## config.mk

```make
export PLATFORM = sky130hd
export DESIGN_NAME = bsg_arb_rr_idx
export DESIGN_NICKNAME = d
export VERILOG_FILES = /design/src/rtl/bsg_arb_rr_idx.sv
export SDC_FILE = /design/constraint.sdc
export NUM_CORES = 1
export LEC_CHECK = 0
export ABC_AREA = 1
export BUFFER_PORTS_ARGS = -buffer_cell sky130_fd_sc_hd__buf_2
export CORE_MARGIN = 10
export CORE_UTILIZATION = 30
export CTS_BUF_LIST = sky130_fd_sc_hd__clkbuf_8 sky130_fd_sc_hd__clkbuf_16
export DETAILED_ROUTE_END_ITERATION = 10
export GPL_TIMING_DRIVEN = 0
export REMOVE_ABC_BUFFERS = 1
export SETUP_SLACK_MARGIN = 0.2
export SYNTH_ARGS = -nofsm -noshare
export SYNTH_HDL_FRONTEND = slang
export SYNTH_SLANG_ARGS = --single-unit
```

## constraint.sdc

```tcl
create_clock -name clk_i -period 5.6 [get_ports clk_i]
set_clock_uncertainty 0.2 [all_clocks]
set_input_delay 1.12 -clock clk_i [delete_from_list [all_inputs] [get_ports clk_i]]
set_output_delay 1.12 -clock clk_i [all_outputs]
set_load 0.1 [all_outputs]
```

## src/rtl/bsg_arb_rr_idx.sv

```systemverilog
// Round-robin arbiter: reduces up to els_p request lines to a registered winner index with a valid/yumi handshake.
// Optional grant counter (grant_cnt_o) is built only when BSG_ARB_RR_IDX_CNT_EN is defined.
module bsg_arb_rr_idx #(
   parameter int els_p    = 32,
   parameter int lg_els_p = $clog2(els_p)
) (
   input  logic                clk_i,
   input  logic                reset_n_i,
   input  logic [els_p-1:0]    reqs_i,
   output logic                v_o,
   output logic [lg_els_p-1:0] tag_o,
   input  logic                yumi_i
`ifdef BSG_ARB_RR_IDX_CNT_EN
   ,
   output logic [15:0]         grant_cnt_o
`endif
);

   typedef enum logic {
      IDLE  = 1'b0,
      OFFER = 1'b1
   } state_e;

   state_e              state_q, state_d;
   logic [lg_els_p-1:0] tag_q, tag_d;
   logic [lg_els_p-1:0] last_q, last_d;

   logic [lg_els_p-1:0] search_ptr;
   logic [lg_els_p-1:0] scan_idx;
   logic [lg_els_p-1:0] winner;
   logic                any_req;
   logic                consume;

   assign consume = (state_q == OFFER) && yumi_i;
   assign any_req = |reqs_i;

   // Scan from ptr+1 upward with wrap; the downward loop lets the nearest hit
   // overwrite farther ones, and offset els_p lands back on ptr so it is checked last.
   always_comb begin
      search_ptr = consume ? tag_q : last_q;
      winner     = '0;
      scan_idx   = '0;
      for (int i = els_p; i >= 1; i--) begin
         scan_idx = search_ptr + lg_els_p'(i);
         if (reqs_i[scan_idx]) begin
            winner = scan_idx;
         end
      end
   end

   always_comb begin
      state_d = state_q;
      tag_d   = tag_q;
      last_d  = last_q;
      case (state_q)
         IDLE: begin
            if (any_req) begin
               tag_d   = winner;
               state_d = OFFER;
            end
         end
         OFFER: begin
            // Requests are ignored until the offer is consumed, so the grant is sticky.
            if (yumi_i) begin
               last_d = tag_q;
               if (any_req) begin
                  tag_d = winner;
               end else begin
                  state_d = IDLE;
               end
            end
         end
      endcase
   end

   always_ff @(posedge clk_i or negedge reset_n_i) begin
      if (!reset_n_i) begin
         state_q <= IDLE;
         tag_q   <= '0;
         last_q  <= lg_els_p'(els_p - 1);
      end else begin
         state_q <= state_d;
         tag_q   <= tag_d;
         last_q  <= last_d;
      end
   end

   assign v_o   = (state_q == OFFER);
   assign tag_o = tag_q;

`ifdef BSG_ARB_RR_IDX_CNT_EN
   logic [15:0] grant_cnt_q, grant_cnt_d;

   always_comb begin
      grant_cnt_d = grant_cnt_q;
      if (consume && (grant_cnt_q != 16'hFFFF)) begin
         grant_cnt_d = grant_cnt_q + 16'd1;
      end
   end

   always_ff @(posedge clk_i or negedge reset_n_i) begin
      if (!reset_n_i) begin
         grant_cnt_q <= '0;
      end else begin
         grant_cnt_q <= grant_cnt_d;
      end
   end

   assign grant_cnt_o = grant_cnt_q;
`endif

endmodule

```

==> metrics.md, run 1 <==
| Metric | Value |
|---|---|
| Num CTS Buffers | 3 |
| Layout cell share with drive strength beyond 1 | 0.190 |
| Minimum clock period | 4.98 ns |
| Root Driver | clkbuf_16 |
| Critical-path top delay cell | o21ai_4 |
| CP endpoint kind | flip-flop |
| Initial antenna violation count | 0 |
| Period Utilization, post-route | 0.889 |
| WP data required | 5.52 ns |
| Dpl hpwl | 14200 um |
| Dpl ws | -1.69 ns |
| Share of the yosys chip area belonging to registers | 0.0604 |
| Slew Viols, Final | 0 |
| Commonest cells after routing, fill and taps aside | nand2_1, nand3_1, a21oi_1 |
| Final WS setup | 0.622 ns |
| Commonest non-fill, non-tap cell in the layout | nand2_1 |
| First-pass GRT wire length | 29600 um |
| Peak Freq | 0.201 GHz |
| Crit-path max FO | 8 |
| Yosys reg bits | 11 |
| Critical path's most frequent cell | nand2_1 |
| Final WL | 22000 um |
| CP max stage delay | 0.33 ns |
| RSZ-0062 raised after global routing | false |
| Status | complete, no violations |
| RD Place Congestion | 1.03 |
| CTS tree | done |
| CP Launch Type | primary input |
| Number of synthesized flops with an enable pin | 0 |
| CP Class | in2reg |
| Final net count | 1098 |
| Slew @ Worst Pin | 0.820 ns |
| Fill count | 1639 |
| DR WL/cell | 17.7 um |
| H-Tree Depth | 1 |
| Worst-Skew Late Latency | 0.23 ns |
| GR Util All Layers | 0.180 |
| Die Area | 20900 um^2 |
| CTS max path bufs | 2 |
| Die Ht | 145 um |
| Initial core utilization | 0.307 |
| Die X | 145 um |
| Detail Route Antenna Nets | 0 |
| Top FF cell, synth | dfrtp_1 |
| I/O Pins | 41 |
| Hold/Removal Path Class | reg2reg |
| Largest net degree at the start of global routing | 36 |
| Cell Area, Synth | 4660 um^2 |
| CTS sink cnt | 11 |
| Row Count | 45 |
| Vias in the first global route | 5644 |
| Synth-to-Final Area Change | 31.8% |
| Ys Warns | 0 |
| Slew headroom | 0.453 |
| Via count | 6840 |
| Worst-path clk slew | 0.04 ns |
| Residual DRC | 0 |
| Worst Path Arrival | 4.89 ns |
| Final Hold Vio Count | 0 |
| DR iter-0 viols | 898 |
| Syn Inst Count | 985 |
| Gr ovfl total | 0 |
| Core area | 15200 um^2 |
| Yosys cell types | 42 |
| Antenna Diode Count | 0 |
| Synth Area per Inst | 4.74 um^2 |
| IO buf count | 40 |
| Initial DRT Pass Iterations | 6 |
| Max Cap Viol | 0 |
| Via density | 5.49 |
| Async S/R FF share, synth | 1.00 |
| Final setup fails | 0 |
[logic make-up after synthesis]
family,share of synthesized area
buffers and inverters,0.119
XOR/XNOR,0.0354
flip-flops,0.0604
adder cells (fa/ha/maj),0.0134
AND/OR/NAND/NOR,0.568
AO/OA/AOI/OAI,0.204
[through the flow]
stage | hold WS (ns) | area [um^2] | TNS (ns) | utilization | cells
floorplan | 0.581 | 4500 | -0.648 | - | 954
global placement | 0.291 | 4930 | -9.00 | 0.325 | 1182
detailed placement | 0.301 | 4950 | -7.87 | 0.326 | 1183
CTS | 0.300 | 5240 | 0 | 0.345 | 1198
global route | 0.347 | 6150 | 0 | 0.404 | 1245
finish | 0.295 | 6150 | 0 | 0.404 | 1245
[registers in the layout, indices dropped and copies added (netlist names)]
register / flops
last_q: 5
tag_o: 5
v_o: 1
[cells in the mapped netlist, drive strengths merged (5+ instances only)]
master	number	area share
nand2	478	0.39
nand3	126	0.14
inv	103	0.083
a21oi	101	0.11
o21ai	50	0.058
buf	24	0.030
nor2	20	0.017
a31oi	12	0.016
xor2	12	0.030
nor4	8	0.011
clkbuf	7	0.0056
dfrtp	6	0.032
or2	6	0.0080
dfstp	5	0.028
ha	5	0.013
o21a	5	0.0083
[path summary, 6_finish.rpt]
kind	startpoint	to	slack, ns	cells past startpoint
setup / recovery	yumi_i	tag_o[0]	0.62	34
hold / removal	tag_o[4]	tag_o[4]	0.29	2
setup reg to reg	v_o	tag_o[0]	0.85	33
hold reg to reg	tag_o[4]	tag_o[4]	0.29	2
max in group asynchronous	reset_n_i	last_q[0]	4.40	1
min in group asynchronous	reset_n_i	tag_o[2]	0.54	1
[repair_timing]
action	in CTS	in global routing
setup endpoints to repair	5	5
cloned	2	8
hold endpoints to repair	0	0
hold buffers	0	0
gates resized for setup	27	103
pin swaps	4	25
setup buffers	9	39
[worst max-delay path: cells and delay by family]
kind | cells | cell delay [ns]
AOI/OAI and AO/OA | 10 | 1.49
xor gates and xnor gates | 1 | 0.26
adders and majority gates | 1 | 0.15
buffers and inverters | 6 | 0.73
and+or+nand+nor | 16 | 1.14
[metal layers]
layer | up-vias | share of wire | GRT usage
li1 | 3350 | - | -
met1 | 2987 | 0.42 | 0.250
met2 | 397 | 0.41 | 0.278
met3 | 106 | 0.12 | 0.0218
met4 | 0 | 0.058 | 0.0681
met5 | - | 0 | 0
[final cells by class]
class,count,area [um^2],share of cell area
multi-input combinational,849,4490,0.730
inverter,103,407,0.0662
timing repair buffer,89,651,0.106
clock buffer,3,75.1,0.0122
sequential,11,282,0.0458
clock inverter,1,3.75,0.000611
timing repair inverter,1,7.51,0.00122
tap,188,235,0.0383
Power of run 1 is left out: the tool's default activity adds up to more than one toggle a clock period on the data nets, which glitch-free logic cannot reach.
==> run 2, diff against run 1 <==
--- a/config.mk
+++ b/config.mk
@@ -11,7 +11,6 @@
 export CORE_UTILIZATION = 30
 export CTS_BUF_LIST = sky130_fd_sc_hd__clkbuf_8 sky130_fd_sc_hd__clkbuf_16
 export DETAILED_ROUTE_END_ITERATION = 10
-export GPL_TIMING_DRIVEN = 0
 export REMOVE_ABC_BUFFERS = 1
 export SETUP_SLACK_MARGIN = 0.2
 export SYNTH_ARGS = -nofsm -noshare
==> metrics.md, run 2 (synthesis gave the netlist of run 1 again) <==
| Metric | Value |
|---|---|
| Status | complete, no violations |
| Hold path cells | 2 (unchanged) |
| Antenna Diode Count | 0 (unchanged) |
| Slew Viols, Final | 0 (unchanged) |
| CP Class | in2reg |
| Fill count | 1761 (+7.4%) |
| Initial DRT Pass Iterations | 9 (+3) |
| Cts hold-fix bufs | 0 (unchanged) |
| Critical-path top delay cell | o21ai_2 |
| Slew @ Worst Pin | 0.810 ns (-0.00996 ns) |
| Worst-Skew Late Latency | 0.24 ns (about the same) |
| Commonest cells after routing, fill and taps aside | nand2_1, nand3_1, a21oi_1 |
| CTS sink cnt | 11 (unchanged) |
| Commonest non-fill, non-tap cell in the layout | nand2_1 |
| DR WL/cell | 17.2 um (-2.7%) |
| CTS max path bufs | 2 (unchanged) |
| Core area | 15200 um^2 (unchanged) |
| Final net count | 1121 (+2.1%) |
| Via count | 6731 (-1.6%) |
| Synth-to-Final Area Change | 28.0% |
| Period Utilization, post-route | 0.900 (+0.0110) |
| Via density | 5.31 (-3.4%) |
| CP Launch Type | primary input |
| Critical path's most frequent cell | nand2_1 |
| First-pass GRT wire length | 33500 um (+13%) |
| Die Area | 20900 um^2 (unchanged) |
| Minimum clock period | 5.04 ns (+0.0616 ns) |
| CTS tree | done |
| Final WL | 21800 um (-0.92%) |
| Peak Freq | 0.198 GHz (-1.2%) |
| Setup TNS | 0 ns (unchanged) |
| GR Util All Layers | 0.205 (+0.0247) |
| Hold/Removal Path Class | reg2reg |
| R2r startpoint | v_o |
| Die X | 145 um (unchanged) |
| Final setup fails | 0 (unchanged) |
| Worst Path Arrival | 4.97 ns (+0.08 ns) |
| DR iter-0 viols | 656 (-27%) |
| Slew headroom | 0.460 (+0.00664) |
| Final Hold Vio Count | 0 (unchanged) |
| Die Ht | 145 um (unchanged) |
| Num CTS Buffers | 3 (unchanged) |
| Gr ovfl total | 0 (unchanged) |
| Worst-path clk slew | 0.04 ns (about the same) |
| Initial antenna violation count | 0 (unchanged) |
| Hold Path Sink | tag_o[4] |
| Crit-path max FO | 12 (+4) |
| Row Count | 45 (unchanged) |
| Largest net degree at the start of global routing | 34 (-5.6%) |
| CP endpoint kind | flip-flop |
| Initial core utilization | 0.307 (unchanged) |
| R2r worst-path depth | 36 (+9.1%) |
| HP Start | tag_o[4] |
| Hold WS | 0.326 ns (+0.0315 ns) |
| H-Tree Depth | 1 (unchanged) |
| End of the worst register-to-register path | tag_o[4] |
| Reg-to-reg setup timing slack | 1.09 ns (+0.24 ns) |
| I/O Pins | 41 (unchanged) |
| Max Cap Viol | 0 (unchanged) |
| WP data required | 5.53 ns (about the same) |
| RD Place Congestion | 1.07 (+3.7%) |
| Detail Route Antenna Nets | 0 (unchanged) |
| Root Driver | clkbuf_16 |
| CP max stage delay | 0.30 ns (-0.03 ns) |
| IO buf count | 40 (unchanged) |
| Residual DRC | 0 (unchanged) |
| Vias in the first global route | 6057 (+7.3%) |
| Dpl hpwl | 18000 um (+27%) |
| RSZ-0062 raised after global routing | false |
| Layout cell share with drive strength beyond 1 | 0.194 (+0.00428) |
[run 2: cell count changes in the layout (fill, tap and decap cells not counted), sizes merged]
cell	delta
o21ai	-2
nand2	-7
inv	+2
clkbuf	+2
buf	+30
clkinv	-1
clkinvlp	-1
[run 2: timing repair]
item,CTS,global route
setup buffers,0,11
resized for setup,0,84
setup endpoints to repair,0,5
hold endpoints to repair,0,0
[run 2: metrics by stage]
step                area, um^2  std cells  utilization  setup slack (ns)
detailed placement        5480       1251        0.361            0.0324
CTS                       5560       1255        0.366             0.276
floorplan                 4500        954            -            -0.194
global placement          5480       1251        0.361            0.0686
global route              5970       1268        0.393             0.187
finish                    5970       1268        0.393             0.560
[run 2: worst max-delay path by stage]
stage,end,start,slack [ns],cells past startpoint
2_1_floorplan,tag_o[1],yumi_i,-0.19,46
3_3_place_gp,tag_o[4],yumi_i,0.07,43
3_5_place_dp,tag_o[4],yumi_i,0.03,43
4_1_cts,tag_o[4],yumi_i,0.28,43
5_1_grt,tag_o[1],yumi_i,0.19,48
6_report,tag_o[4],yumi_i,0.56,37
[run 2: layer usage]
metal | vias up | GRT usage | wire (um)
li1 | 3375 | - | -
met1 | 3021 | 0.284 | 10000
met2 | 287 | 0.334 | 9540
met3 | 48 | 0.0114 | 1420
met4 | 0 | 0.0585 | 794
met5 | - | 0 | 0
[run 2: final cells by class]
class | count | area (um^2) | area share
Clock buffer | 3 | 75.1 | 0.0126
Clock inverter | 1 | 3.75 | 0.000629
Inverter | 103 | 393 | 0.0658
Multi-Input combinational cell | 840 | 4080 | 0.683
Sequential cell | 11 | 282 | 0.0472
Tap cell | 188 | 235 | 0.0394
Timing Repair Buffer | 121 | 896 | 0.150
Timing Repair inverter | 1 | 7.51 | 0.00126
[run 2: critical path: cells and delay by family]
kind	cells	cell delay, ns
simple gates	28	2.07
compound gates	3	0.77
buf+inv	6	0.97
Power of run 2 is left out for the same reason.
==> run 3, diff against run 2 <==
==> constraint.sdc (replaced) <==
create_clock -name clk_i -period 4.35 [get_ports clk_i]
set_clock_uncertainty 0.2 [all_clocks]
set_input_delay 0.87 -clock clk_i [delete_from_list [all_inputs] [get_ports clk_i]]
set_output_delay 0.87 -clock clk_i [all_outputs]
set_load 0.1 [all_outputs]
==> metrics.md, run 3 (synthesis gave the netlist of run 1 again) <==
| Metric | Value |
|---|---|
| Crit-path max FO | 8 (-4) |
| Status | finished, violations left |
| DR iter-0 viols | 889 (+36%) |
| Layout cell share with drive strength beyond 1 | 0.373 (+0.178) |
| GR Util All Layers | 0.217 (+0.0122) |
| First-pass GRT wire length | 36200 um (+7.9%) |
| Via count | 7782 (+16%) |
| Slew Viols, Final | 0 (unchanged) |
| Dpl ws | -0.979 ns (-1.01 ns) |
| Worst Path Arrival | 4.61 ns (-0.36 ns) |
| Root Driver | clkbuf_16 |
| Final WS setup | -0.293 ns (-0.854 ns) |
| RSZ-0062 raised after global routing | true |
| H-Tree Depth | 1 (unchanged) |
| Worst-path clk slew | 0.04 ns (about the same) |
| CP Class | in2reg |
| Final Hold Vio Count | 0 (unchanged) |
| Worst-Skew Late Latency | 0.24 ns (about the same) |
| Final WL | 24300 um (+11%) |
| Largest net degree at the start of global routing | 25 (-26%) |
| Synth-to-Final Area Change | 70.4% |
| Initial DRT Pass Iterations | 6 (-3) |
| Row Count | 45 (unchanged) |
| Failing checks | setup timing |
| Commonest cells after routing, fill and taps aside | nand2_1, buf_4, a21oi_1 |
| Hold/Removal Path Class | in2async |
| Die Area | 20900 um^2 (unchanged) |
| Max Cap Viol | 0 (unchanged) |
| Initial antenna violation count | 0 (unchanged) |
| Post-Place Cells | 1398 (+12%) |
| Die X | 145 um (unchanged) |
| Via density | 5.41 (+1.9%) |
| CTS sink cnt | 11 (unchanged) |
| Peak Freq | 0.215 GHz |
| CP max stage delay | 0.17 ns (-0.13 ns) |
| Vias in the first global route | 7109 (+17%) |
| Critical path's most frequent cell | nand2_1 |
| RD Place Congestion | 1.06 (-0.48%) |
| WP data required | 4.32 ns (-1.21 ns) |
| Cts hold-fix bufs | 0 (unchanged) |
| Core area | 15200 um^2 (unchanged) |
| Detail Route Antenna Nets | 0 (unchanged) |
| Critical-path top delay cell | o21ai_2 |
| Antenna Diode Count | 0 (unchanged) |
| IO buf count | 40 (unchanged) |
| CP Launch Type | primary input |
| Commonest non-fill, non-tap cell in the layout | nand2_1 |
| Non-filler instance count after layout | 1438 (+13%) |
| Final net count | 1291 (+15%) |
| Final setup fails | 5 (+5) |
| Slew @ Worst Pin | 0.574 ns (-0.236 ns) |
| CTS max path bufs | 2 (unchanged) |
| Initial core utilization | 0.307 (unchanged) |
| I/O Pins | 41 (unchanged) |
| Num CTS Buffers | 3 (unchanged) |
| CP endpoint kind | flip-flop |
| Die Ht | 145 um (unchanged) |
| Dpl hpwl | 18300 um (+1.5%) |
| DR WL/cell | 16.9 um (-1.8%) |
| Minimum clock period | 4.64 ns |
| Slew headroom | 0.613 (+0.153) |
| Residual DRC | 0 (unchanged) |
| CTS tree | done |
| Period Utilization, post-route | 1.07 |
| Gr ovfl total | 0 (unchanged) |
==> run 3: cell types whose count changed in the layout (fill, tap and decap cells not counted), sizes merged <==
| cell | before | now |
|---|---|---|
| buf | 119 | 289 |
| clkinvlp | 2 | 0 |
| inv | 103 | 104 |
| nand2 | 478 | 479 |
==> run 3: layout make-up <==
type,instances,area [um^2]
multi-input combinational,841,4640
inverter,103,394
tap,188,235
clock buffer,3,75.1
sequential,11,282
fill,1452,7250
timing repair buffer,291,2320
clock inverter,1,3.75
==> run 3: what timing repair did <==
item | 4_1_cts | 5_1_grt
setup buffers | 21 | 10
resized for setup | 142 | 72
setup endpoints to repair | 5 | 5
cloned | 3 | 2
pin swaps | 48 | 32
==> run 3: path summary, 6_finish.rpt <==
kind / start / end / cells after the start / slack, ns
max: yumi_i / tag_o[1] / 49 / -0.29
min: reset_n_i / v_o / 1 / 0.30
max reg2reg: v_o / tag_o[0] / 38 / -0.13
min reg2reg: tag_o[4] / tag_o[4] / 2 / 0.35
max in group asynchronous: reset_n_i / last_q[1] / 1 / 3.38
min in group clk_i: tag_o[4] / tag_o[4] / 2 / 0.35
==> run 3: metrics by stage <==
stage               hold WS [ns]  TNS [ns]  area (um^2)  utilization
floorplan                  0.374     -6.12         4500            -
global placement           0.320     -4.16         6640        0.436
detailed placement         0.329     -4.27         6640        0.436
CTS                        0.299    -0.535         7490        0.493
global route               0.298     -3.17         7950        0.523
finish                     0.298     -1.25         7950        0.523
==> run 3: critical path: cells and delay by family <==
kind	cells	cell delay, ns
and+or+nand+nor	41	2.69
buffers and inverters	5	0.61
AOI/OAI and AO/OA	3	0.38
==> run 3: routing by layer <==
layer,GRT usage,wire length [um],vias up
met5,0,0,-
met4,0.106,1520,0
met3,0.0231,2310,106
met2,0.369,11000,446
met1,0.267,9430,3501
li1,-,-,3729
Power of run 3 is left out for the same reason.
